File: src/rtl/pipeline_ctrl_pkg.sv
// pipe_ctrl_pkg: shared state encoding and constants for the pipeline sequencer
package pipe_ctrl_pkg;
  typedef enum logic {RUN = 1'b0, REDIRECT = 1'b1} state_t;
  localparam int PIPE_CTRL_MEM_TIMEOUT_DEF = 64;
  localparam logic [4:0] REG_X0 = 5'd0;
endpackage

File: src/rtl/pipeline_ctrl_if.sv
// pipeline_ctrl_if: hazard inputs and pipeline-register controls around the sequencer
interface pipeline_ctrl_if;
  logic id_valid;
  logic [4:0] id_rs1;
  logic [4:0] id_rs2;
  logic id_uses_rs1;
  logic id_uses_rs2;
  logic ex_valid;
  logic ex_mem_read;
  logic [4:0] ex_rd;
  logic ex_branch_taken;
  logic imem_ready;
  logic mem_req;
  logic mem_ack;
  logic stall_if;
  logic flush_if_id;
  logic bubble_id_ex;
  logic stall_id_ex;
  logic stall_ex_mem;
  logic bubble_mem_wb;
  logic mem_timeout;
  modport master (
    output id_valid, id_rs1, id_rs2, id_uses_rs1, id_uses_rs2, ex_valid, ex_mem_read, ex_rd,
           ex_branch_taken, imem_ready, mem_req, mem_ack,
    input  stall_if, flush_if_id, bubble_id_ex, stall_id_ex, stall_ex_mem, bubble_mem_wb, mem_timeout
  );
  modport slave (
    input  id_valid, id_rs1, id_rs2, id_uses_rs1, id_uses_rs2, ex_valid, ex_mem_read, ex_rd,
           ex_branch_taken, imem_ready, mem_req, mem_ack,
    output stall_if, flush_if_id, bubble_id_ex, stall_id_ex, stall_ex_mem, bubble_mem_wb, mem_timeout
  );
endinterface

File: src/rtl/pipeline_ctrl_hazard_detect.sv
// hazard_detect: combinational load-use comparator between the load in EX and the instruction in ID
module hazard_detect
  import pipe_ctrl_pkg::*;
(
  input  logic       ex_valid,
  input  logic       ex_mem_read,
  input  logic [4:0] ex_rd,
  input  logic       id_valid,
  input  logic [4:0] id_rs1,
  input  logic [4:0] id_rs2,
  input  logic       id_uses_rs1,
  input  logic       id_uses_rs2,
  output logic       load_use
);
  assign load_use = ex_valid && ex_mem_read && ex_rd != REG_X0 && id_valid &&
                    ((id_uses_rs1 && id_rs1 == ex_rd) || (id_uses_rs2 && id_rs2 == ex_rd));
endmodule

File: src/rtl/pipeline_ctrl.sv
// pipeline_ctrl: 5-stage pipeline sequencer (mem-wait freeze, branch redirect, load-use); PIPE_CTRL_PERF_EN adds perf counters
module pipeline_ctrl
  import pipe_ctrl_pkg::*;
#(
  parameter int MEM_TIMEOUT = PIPE_CTRL_MEM_TIMEOUT_DEF
) (
  input  logic        clk,
  input  logic        reset_n,
  pipeline_ctrl_if.slave bus
`ifdef PIPE_CTRL_PERF_EN
  ,
  output logic [31:0] perf_load_use,
  output logic [31:0] perf_flush,
  output logic [31:0] perf_mem_wait
`endif
);
  localparam logic [15:0] LAST = 16'(MEM_TIMEOUT - 1);
  state_t state;
  logic [15:0] wait_cnt;
  logic load_use, mem_busy, freeze, timeout, lu_bubble, flush;
  hazard_detect u_hazard (
    .ex_valid   (bus.ex_valid),
    .ex_mem_read(bus.ex_mem_read),
    .ex_rd      (bus.ex_rd),
    .id_valid   (bus.id_valid),
    .id_rs1     (bus.id_rs1),
    .id_rs2     (bus.id_rs2),
    .id_uses_rs1(bus.id_uses_rs1),
    .id_uses_rs2(bus.id_uses_rs2),
    .load_use   (load_use)
  );
  // Hazard arbitration: freeze beats branch, branch beats load-use; everything gated off in reset
  always_comb begin
    mem_busy = bus.mem_req && !bus.mem_ack;
    freeze = mem_busy && wait_cnt < LAST;
    timeout = mem_busy && wait_cnt == LAST;
    lu_bubble = !freeze && !bus.ex_branch_taken && state == RUN && load_use;
    flush = !freeze && (bus.ex_branch_taken || state == REDIRECT);
    bus.stall_if = reset_n && (freeze || lu_bubble);
    bus.flush_if_id = reset_n && flush;
    bus.bubble_id_ex = reset_n && !freeze && (bus.ex_branch_taken || lu_bubble);
    bus.stall_id_ex = reset_n && freeze;
    bus.stall_ex_mem = reset_n && freeze;
    bus.bubble_mem_wb = reset_n && (freeze || timeout);
    bus.mem_timeout = reset_n && timeout;
  end
  // Redirect FSM and data-memory wait counter; a freeze holds the state
  always_ff @(posedge clk or negedge reset_n) begin
    if (!reset_n) begin
      state <= RUN;
      wait_cnt <= '0;
    end else begin
      wait_cnt <= freeze ? wait_cnt + 16'd1 : 16'd0;
      if (!freeze)
        state <= bus.ex_branch_taken ? (bus.imem_ready ? RUN : REDIRECT) :
                 (state == REDIRECT && bus.imem_ready) ? RUN : state;
    end
  end
`ifdef PIPE_CTRL_PERF_EN
  // Saturating event counters for load-use bubbles, flush cycles and freeze cycles
  always_ff @(posedge clk or negedge reset_n) begin
    if (!reset_n) begin
      perf_load_use <= '0;
      perf_flush <= '0;
      perf_mem_wait <= '0;
    end else begin
      if (lu_bubble && !(&perf_load_use)) perf_load_use <= perf_load_use + 32'd1;
      if (flush && !(&perf_flush)) perf_flush <= perf_flush + 32'd1;
      if (freeze && !(&perf_mem_wait)) perf_mem_wait <= perf_mem_wait + 32'd1;
    end
  end
`endif
endmodule

File: src/flat_wrapper.sv
// flat-port wrapper written by rule: the top's interface ports become plain ports
module pipeline_ctrl_flat import pipe_ctrl_pkg::*;
#(
  parameter int MEM_TIMEOUT = PIPE_CTRL_MEM_TIMEOUT_DEF
)
  (clk, reset_n, bus_id_valid, bus_id_rs1, bus_id_rs2, bus_id_uses_rs1, bus_id_uses_rs2, bus_ex_valid, bus_ex_mem_read, bus_ex_rd, bus_ex_branch_taken, bus_imem_ready, bus_mem_req, bus_mem_ack, bus_stall_if, bus_flush_if_id, bus_bubble_id_ex, bus_stall_id_ex, bus_stall_ex_mem, bus_bubble_mem_wb, bus_mem_timeout);
  pipeline_ctrl_if bus_i ();
  input  logic clk;
  input  logic reset_n;
  input wire logic [$bits(bus_i.id_valid)-1:0] bus_id_valid;
  input wire logic [$bits(bus_i.id_rs1)-1:0] bus_id_rs1;
  input wire logic [$bits(bus_i.id_rs2)-1:0] bus_id_rs2;
  input wire logic [$bits(bus_i.id_uses_rs1)-1:0] bus_id_uses_rs1;
  input wire logic [$bits(bus_i.id_uses_rs2)-1:0] bus_id_uses_rs2;
  input wire logic [$bits(bus_i.ex_valid)-1:0] bus_ex_valid;
  input wire logic [$bits(bus_i.ex_mem_read)-1:0] bus_ex_mem_read;
  input wire logic [$bits(bus_i.ex_rd)-1:0] bus_ex_rd;
  input wire logic [$bits(bus_i.ex_branch_taken)-1:0] bus_ex_branch_taken;
  input wire logic [$bits(bus_i.imem_ready)-1:0] bus_imem_ready;
  input wire logic [$bits(bus_i.mem_req)-1:0] bus_mem_req;
  input wire logic [$bits(bus_i.mem_ack)-1:0] bus_mem_ack;
  output wire logic [$bits(bus_i.stall_if)-1:0] bus_stall_if;
  output wire logic [$bits(bus_i.flush_if_id)-1:0] bus_flush_if_id;
  output wire logic [$bits(bus_i.bubble_id_ex)-1:0] bus_bubble_id_ex;
  output wire logic [$bits(bus_i.stall_id_ex)-1:0] bus_stall_id_ex;
  output wire logic [$bits(bus_i.stall_ex_mem)-1:0] bus_stall_ex_mem;
  output wire logic [$bits(bus_i.bubble_mem_wb)-1:0] bus_bubble_mem_wb;
  output wire logic [$bits(bus_i.mem_timeout)-1:0] bus_mem_timeout;
  assign bus_i.id_valid = bus_id_valid;
  assign bus_i.id_rs1 = bus_id_rs1;
  assign bus_i.id_rs2 = bus_id_rs2;
  assign bus_i.id_uses_rs1 = bus_id_uses_rs1;
  assign bus_i.id_uses_rs2 = bus_id_uses_rs2;
  assign bus_i.ex_valid = bus_ex_valid;
  assign bus_i.ex_mem_read = bus_ex_mem_read;
  assign bus_i.ex_rd = bus_ex_rd;
  assign bus_i.ex_branch_taken = bus_ex_branch_taken;
  assign bus_i.imem_ready = bus_imem_ready;
  assign bus_i.mem_req = bus_mem_req;
  assign bus_i.mem_ack = bus_mem_ack;
  assign bus_stall_if = bus_i.stall_if;
  assign bus_flush_if_id = bus_i.flush_if_id;
  assign bus_bubble_id_ex = bus_i.bubble_id_ex;
  assign bus_stall_id_ex = bus_i.stall_id_ex;
  assign bus_stall_ex_mem = bus_i.stall_ex_mem;
  assign bus_bubble_mem_wb = bus_i.bubble_mem_wb;
  assign bus_mem_timeout = bus_i.mem_timeout;
  pipeline_ctrl #(.MEM_TIMEOUT(MEM_TIMEOUT)) u_core (.clk(clk), .reset_n(reset_n), .bus(bus_i));
endmodule
File: config.mk
export PLATFORM = sky130hd
export DESIGN_NAME = pipeline_ctrl_flat
export DESIGN_NICKNAME = d
export VERILOG_FILES = /design/src/rtl/pipeline_ctrl_pkg.sv /design/src/rtl/pipeline_ctrl_if.sv /design/src/rtl/pipeline_ctrl_hazard_detect.sv /design/src/rtl/pipeline_ctrl.sv /design/src/flat_wrapper.sv
export SDC_FILE = /design/constraint.sdc
export NUM_CORES = 1
export LEC_CHECK = 0
export CAP_MARGIN = 15
export CORE_UTILIZATION = 42
export DETAILED_ROUTE_END_ITERATION = 12
export HOLD_SLACK_MARGIN = 0.12
export PLACE_DENSITY_LB_ADDON = 0.25
export SYNTH_ARGS = -nofsm -noshare
export SYNTH_HDL_FRONTEND = slang
export SYNTH_SLANG_ARGS = --single-unit
File: constraint.sdc
create_clock -name clk -period 1.8 [get_ports clk]
set_input_delay 0.36 -clock clk [delete_from_list [all_inputs] [get_ports clk]]
set_output_delay 0.36 -clock clk [all_outputs]
set_load 0.05 [all_outputs]
**Yosys cells after proc, flatten, opt, wreduce, memory -nomap -nowiden**

Cells that the tools add are included.

- Flip-flop bits (word level): 17
- Input port bits: 26
- Output and inout bits: 7
- Word-level logic and storage cells: 45

- Add/subtract/negate cells: 1
- Magnitude comparators: 1
- Equality and inequality tests: 3
- Multiplexer cells: 4
- Bitwise gates (word level): 2
- Reduce and logical (&&, ||, !) cells: 32

Operators with widths:

| kind | count |
|---|---|
| 1-bit logical AND | 21 |
| 16-bit by 1-bit adder with 16-bit output (second input constant) | 1 |
| 16-bit by 6-bit equality test with 1-bit output (second input constant) | 1 |
| 16-bit by 6-bit less-than comparator with 1-bit output (second input constant) | 1 |
| 16-bit two-way mux | 1 |
| 5-bit equality test | 2 |
| 1-bit logical OR | 5 |
| 5-bit nonzero test | 1 |
| 1-bit zero test | 3 |
| 1-bit two-way mux | 3 |
| 1-bit inverter | 2 |
| 2-bit AND reduction | 1 |
| 2-bit nonzero test | 1 |

**Depth between registers and ports, before layout**

Gate-level depths: netlist (run 1).

- Depth in word-level cells: 9
- Mapped depth: 5
- Mapped depth without buffers: 5

**Modules after synthesis**

Synthesis (run 1) repeated with hierarchy kept, for this count alone.

- Cell total of the unflattened synthesis: 73
- Area, all modules: 804.5 um^2

By module, submodules not included:

| module | instances | cells each | area an instance (um^2) | sequential area each (um^2) |
|---|---|---|---|---|
| pipeline_ctrl | 1 | 56 | 673.1 | 425.4 |
| hazard_detect | 1 | 17 | 131.4 | 0.0 |

**Least setup slack after synthesis (run 1)**

OpenSTA, ideal clock, no wires.

- Path type: register to output
- Start: reg u_core.wait_cnt[0]
- End: out bus_bubble_id_ex
- Arrival: 2.140 ns
- Data required time: 1.440 ns
- Setup slack: -0.700 ns
- Stages on the path, launching flop included: 6
- Buffers on the path: 0
- Cell sequence: dfrtp_1 -> ha_1 -> nand3_1 -> nor2_2 -> nor2_1 -> o31ai_1

- Cells in the longest elaborated chain, start to end: 8
- Elaborated cells on any way between the ends: 9
- Those cells by class: order compare: 1; reduce/logical: 8

Ends and longest elaborated chain:

| element | RTL line | source |
|---|---|---|
| start, declared | pipeline_ctrl.sv:19 | `logic [15:0] wait_cnt;` |
| start signal, assigned | pipeline_ctrl.sv:53 | `wait_cnt <= freeze ? wait_cnt + 16'd1 : 16'd0;` |
| 16-bit by 6-bit less-than comparator with 1-bit output * | pipeline_ctrl.sv:35 | `freeze = mem_busy && wait_cnt < LAST;` |
| 1-bit logical AND * | pipeline_ctrl.sv:35 |  |
| 1-bit zero test * | pipeline_ctrl.sv:37, pipeline_ctrl.sv:41 |  |
| 1-bit logical AND (3 in series) | pipeline_ctrl.sv:37 | `lu_bubble = !freeze && !bus.ex_branch_taken && state == RUN && load_use;` |
| 1-bit logical OR | pipeline_ctrl.sv:41 | `bus.bubble_id_ex = reset_n && !freeze && (bus.ex_branch_taken \|\| lu_bubble);` |
| 1-bit logical AND * | pipeline_ctrl.sv:41 |  |
| end, declared | flat_wrapper.sv:24 | `output wire logic [$bits(bus_i.bubble_id_ex)-1:0] bus_bubble_id_ex;` |

Mark *: on every way between the ends. The rest lies on a longest branch, timed or not.

**Final worst setup path (run 1)**

- Start: reg u_core.wait_cnt[6]
- End: out bus_bubble_id_ex

Same word-level chain as after synthesis.

==> results_dict.tcl, run 1 <==
set metrics [dict create \
    status "complete, but fails checks" \
    failed_checks "negative setup slack" \
    path_cells "nor4_4 -> nand3_2 -> o211ai_1 -> o31ai_4 -> buf_12" \
    layout_setup_ws_ns -0.290 \
    layout-drive-gt1-share_pct 38.3 \
    gp_congestion 0.762 \
    fin_cells 158 \
    crit_type "register to primary output" \
    cts_buffers 3 \
    drt-initial-drc-count 11 \
    seq_area_frac_synth_pct 51.2 \
    num_rows 15 \
    synth.distinct_cells 28 \
    max_freq_mhz 479 \
    hold_viol 0 \
    hp-class "input port to asynchronous set/reset pin" \
    fin_tns_setup_ns -1.45 \
    n_fill_cell 87 \
    maxCapViolations 0 \
    drc 0 \
    dpl.cell_count 148 \
    numPortBuffers 32 \
    start_util_pct 46.6 \
    syn_inst 72 \
    p_int_w 0.000551 \
    antenna_cells 0 \
    drt-total-wl_um 2520 \
    start_kind "register" \
    p_sw_w 0.000181 \
    seqPwrFrac_pct 55.5 \
    insertion_delay_ns 0.27 \
    fin_area_sq_um 1520 \
    finClkSkew_ns 0.00351 \
    ioPinCount 33 \
    grt_pass1_vias 727 \
    vdd_drop_max_v 0.000798 \
    yosysWarnings 0 \
    hold_ws_ns 0.227 \
    power_density_nw_per_um2 480 \
    cp_data_arrival_time_ns 1.73 \
    grt_max_degree 21 \
    grt_pass1_wl_um 3280 \
    avgSynthCellArea_sq_um 11.5 \
    power_leakage_nw 0.696 \
    combPwrFrac_pct 18.7 \
    core_sq_um 1780 \
    maxSlewViolCount 0 \
    place_area_sq_um 1400 \
    antenna_found_initial 0 \
    final_nets 161 \
    die_x_um 46.5 \
    grt_usage_pct 22.3 \
    async_flop_share_pct 100 \
    switching_share_pct 24.7 \
    synth-edff-count 0 \
    cp_slowest_cell "dfrtp_1" \
    mostFrequentLayoutCells "17 x dfrtp_1, 14 x buf_4, 10 x xor2_1, 10 x conb_1" \
    cts_max_level 1 \
    syn_to_final_growth_pct 83.3 \
    setup_violations 7 \
    clock_path_buffers 2 \
    wl_per_cell_um 15.9 \
    cts.sinks 17 \
    clkSlewWorstSetupHoldPaths_ns 0.09 \
    die_h_um 46.5 \
    pre_cts_slack_ns -0.519 \
    reg2reg_slack_ns 0.13 \
    vias 788 \
    dr.pass1.iters 4 \
    dieArea_sq_um 2160 \
    critPathMaxStageDelay_ns 0.41 \
    ctsHoldBuffers 0 \
    fin_crit_sh_pct 116 \
    vias_per_cell 4.99 \
    gr-total-overflow 0 \
    crit_fanout 3 \
    synth-seq-cells 17 \
    final_common_cell "dfrtp_1" \
    power_frac_clock_pct 25.8 \
    synth-main-ff-cell "dfrtp_1" \
    syn-cell-area_sq_um 831 \
    route.antenna.remaining_nets 0 \
    rsz0062_at_grt "yes" \
    hpwlAfterDp_um 1730 \
    tritoncts "done" \
    fin_crit_ns 2.09 \
    worst_ep_required_time_ns 1.44 \
    root_buffer "clkbuf_4" \
    worstSetupEndpointType "primary output" \
]
==> kinds of logic after synthesis <==
logic type	count (synthesis)	share of synthesized area, %
adder cells (fa/ha/maj)	1	1.51
other	1	0.451
XOR/XNOR	14	14.8
buffers and inverters	3	1.81
flip-flops	17	51.2
AO/OA/AOI/OAI	8	6.33
AND/OR/NAND/NOR	28	23.9
==> state kept, by name, summed over array words and instances (netlist names) <==
signal,count
u_core.state,1
u_core.wait_cnt,16
==> synth_stat cells, drive strengths merged, types with 2 or more instances <==
cell type / number / share of area (%)
and2: 2 / 1.5
xnor2: 4 / 4.2
o21ai: 3 / 1.8
dfrtp: 17 / 51
nand3: 4 / 3.0
nor3: 2 / 1.2
xor2: 10 / 11
nor4: 4 / 6.6
nand4: 2 / 1.5
nor2: 10 / 4.8
inv: 2 / 0.90
==> final timing paths <==
| check | start | end | cells past startpoint |
|---|---|---|---|
| worst min-delay path | reset_n | u_core.wait_cnt[14] | 2 |
| min in group clk | u_core.wait_cnt[0] | u_core.wait_cnt[0] | 2 |
| worst max register to register | u_core.wait_cnt[6] | u_core.state | 6 |
| worst min register to register | u_core.wait_cnt[0] | u_core.wait_cnt[0] | 2 |
| max in group asynchronous | reset_n | u_core.wait_cnt[5] | 2 |
| worst max-delay path | u_core.wait_cnt[6] | bus_bubble_id_ex | 5 |
==> final cells by class <==
cell class | count | area [sq um] | area share [%]
Multi-Input combinational cell | 61 | 523 | 34.3
Tap cell | 25 | 31.3 | 2.05
Sequential cell | 17 | 425 | 27.9
Inverter | 2 | 10.0 | 0.657
Timing Repair Buffer | 49 | 507 | 33.3
Clock buffer | 4 | 26.3 | 1.73
==> per-stage QoR <==
step	utilization (%)	power, W
6_report	85.4	0.000732
2_1_floorplan	-	0.000456
3_3_place_gp	78.3	0.000546
3_5_place_dp	78.3	0.000550
5_1_grt	85.4	0.000766
4_1_cts	83.9	0.000739
==> repair_timing <==
action                                  CTS  global route
pin swaps                                19            14
setup buffers                             3             4
endpoints found under the setup margin    7             7
gates resized for setup                  45            12
==> critical path, delay by kind of cell, from the launching register on <==
family / cells / cell delay (ns)
buffers and inverters: 1 / 0.17
AOI/OAI and AO/OA: 2 / 0.43
and+or+nand+nor: 2 / 0.45
DFF: 1 / 0.41
==> layer usage <==
| layer | vias up | routed length (um) | track usage, % |
|---|---|---|---|
| li1 | 365 | - | - |
| met3 | 4 | 133 | 4.31 |
| met2 | 30 | 1320 | 38.1 |
| met1 | 389 | 1010 | 27.8 |
| met4 | 0 | 43 | 7.65 |
| met5 | - | 0 | 0 |
==> power by group through the flow <==
stage / registers [W] / clock network [W] / logic [W]
floorplan: 0.000412 / 0 / 0.0000446
global placement: 0.000412 / 0 / 0.000134
detailed placement: 0.000413 / 0 / 0.000137
CTS: 0.000406 / 0.000199 / 0.000135
global route: 0.000407 / 0.000214 / 0.000145
finish: 0.000406 / 0.000189 / 0.000137
No activity file was read; power rests on OpenSTA's default activity.
==> inputs of run 2 (changes only) <==
- CORE_MARGIN: unset -> 2
- PLACE_DENSITY: unset -> 0.82
- PLACE_DENSITY_LB_ADDON: 0.25 -> unset
==> run 2 against run 1 <==
Compared with the run above: fmax is 6.2% lower; the run still ends with negative setup slack left; largest power group unchanged; combinational power is 13% higher; critical path depth is the same; clock power up 21%; critical path type unchanged; design area grew 0.99%.
==> results_dict.tcl, run 2 (synthesized netlist as in run 1, its figures left out) <==
set metrics [dict create \
    tritoncts "done" \
    dr.pass1.iters 4 \
    gp_congestion 0.796 \
    final_common_cell "dfrtp_1" \
    antenna_found_initial 0 \
    maxCapViolations 0 \
    rsz0062_at_grt "yes" \
    worstSetupStartpoint "u_core.wait_cnt[13]" \
    hold_viol 0 \
    cts_max_level 1 \
    maxSlewViolCount 0 \
    finClkSkew_ns 0.00219 \
    ctsHoldBuffers 0 \
    start_util_pct 43.2 \
    drc 0 \
    gr-total-overflow 0 \
    die_h_um 48.5 \
    grt_pass1_vias 798 \
    reg2reg_slack_ns 0.05 \
    grt_usage_pct 23.6 \
    mostFrequentLayoutCells "17 x dfrtp_1, 13 x buf_4, 10 x clkdlybuf4s50_1, 10 x conb_1, 9 x xor2_1" \
    final_util_pct 80.0 \
    path_cells "nor4b_4 -> nand3_2 -> o211ai_1 -> o31ai_4 -> buf_12" \
    cp_data_arrival_time_ns 1.87 \
    cts_buffers 3 \
    vias_per_cell 4.84 \
    root_buffer "clkbuf_4" \
    top_register "u_core.wait_cnt" \
    drt-initial-drc-count 10 \
    status "complete, but fails checks" \
    hpwlAfterDp_um 1720 \
    failed_checks "negative setup slack" \
    start_kind "register" \
    route.antenna.remaining_nets 0 \
    wl_per_cell_um 17.8 \
    setup_violations 7 \
    fin_crit_ns 2.23 \
    power_density_nw_per_um2 515 \
    largest_reg_flops 16 \
    top_regs "u_core.wait_cnt: 16 flops, u_core.state: 1 flops" \
    crit_fanout 4 \
    syn_to_final_growth_pct 85.1 \
    core_sq_um 1920 \
    cts.sinks 17 \
    clock_path_buffers 2 \
    rr_startpoint "u_core.wait_cnt[13]" \
    fin_crit_sh_pct 124 \
    crit_type "register to primary output" \
    worst_ep_required_time_ns 1.44 \
    numPortBuffers 32 \
    dieArea_sq_um 2350 \
    grt_max_degree 20 \
    drt-total-wl_um 2820 \
    max_freq_mhz 449 \
    num_rows 16 \
    power_leakage_nw 0.662 \
    layout-drive-gt1-share_pct 38.2 \
    die_x_um 48.5 \
    r2r_cells 6 \
    vdd_drop_max_v 0.000524 \
    insertion_delay_ns 0.31 \
    antenna_cells 0 \
    vias 764 \
    final_nets 159 \
    grt_pass1_wl_um 3960 \
    cp_slowest_cell "dfrtp_1" \
    layout_setup_ws_ns -0.428 \
    fin_tns_setup_ns -2.43 \
    clkSlewWorstSetupHoldPaths_ns 0.11 \
    hp-class "input port to asynchronous set/reset pin" \
    ioPinCount 33 \
    worstSetupEndpointType "primary output" \
    timing.rr.end "u_core.state" \
    critPathMaxStageDelay_ns 0.42 \
]
-- run 2: final cells by class --
class,instances,area (sq um)
inverter,2,10.0
clock inverter,1,7.51
sequential,17,425
clock buffer,3,22.5
tap,27,33.8
fill,119,384
multi-input combinational,61,537
timing repair buffer,47,502
-- run 2: metal layers --
layer / wire length, um / GRT usage (%)
met1: 1020 / 23.7
met2: 1570 / 43.3
met3: 108 / 6.17
met4: 114 / 14.3
met5: 0 / 0
-- run 2: repair_timing --
action                                 in CTS  in global routing
endpoints found under the hold margin       0                  0
pin swaps                                  12                  6
setup endpoints to repair                   7                  7
gates resized for setup                    36                  7
cloned                                      0                  0
buffers inserted                            4                  1
-- run 2: critical path: cells and delay by family, from the launching register on --
| family | cells | cell delay (ns) |
|---|---|---|
| buf+inv | 1 | 0.17 |
| simple gates | 2 | 0.51 |
| compound gates | 2 | 0.45 |
| flops | 1 | 0.42 |
-- run 2: per-stage QoR --
| stage | hold slack [ns] | std cells | setup WS [ns] | instance area, sq um | power [W] |
|---|---|---|---|---|---|
| after global routing | 0.524 | 158 | -0.482 | 1540 | 0.000823 |
| after global placement | 0.512 | 149 | -0.483 | 1390 | 0.000547 |
| after detailed placement | 0.523 | 149 | -0.569 | 1390 | 0.000555 |
| after floorplan | 0.0644 | 81 | -0.253 | 900 | 0.000456 |
| final | 0.512 | 158 | -0.428 | 1540 | 0.000792 |
| after CTS | 0.521 | 157 | -0.370 | 1510 | 0.000773 |
-- run 2: worst max path at each step --
stage,cells after the start,to
CTS,5,bus_bubble_id_ex
finish,5,bus_bubble_id_ex
floorplan,4,bus_stall_id_ex
global route,5,bus_bubble_id_ex
detailed placement,6,bus_bubble_id_ex
global placement,6,bus_stall_if
-- run 2: where the power goes --
part / leakage, nW / total (W) / switching (W) / internal [W]
clock network: 0.0139 / 0.000229 / 0.000144 / 0.0000852
logic: 0.435 / 0.000155 / 0.0000760 / 0.0000792
registers: 0.213 / 0.000408 / 0.0000128 / 0.000395
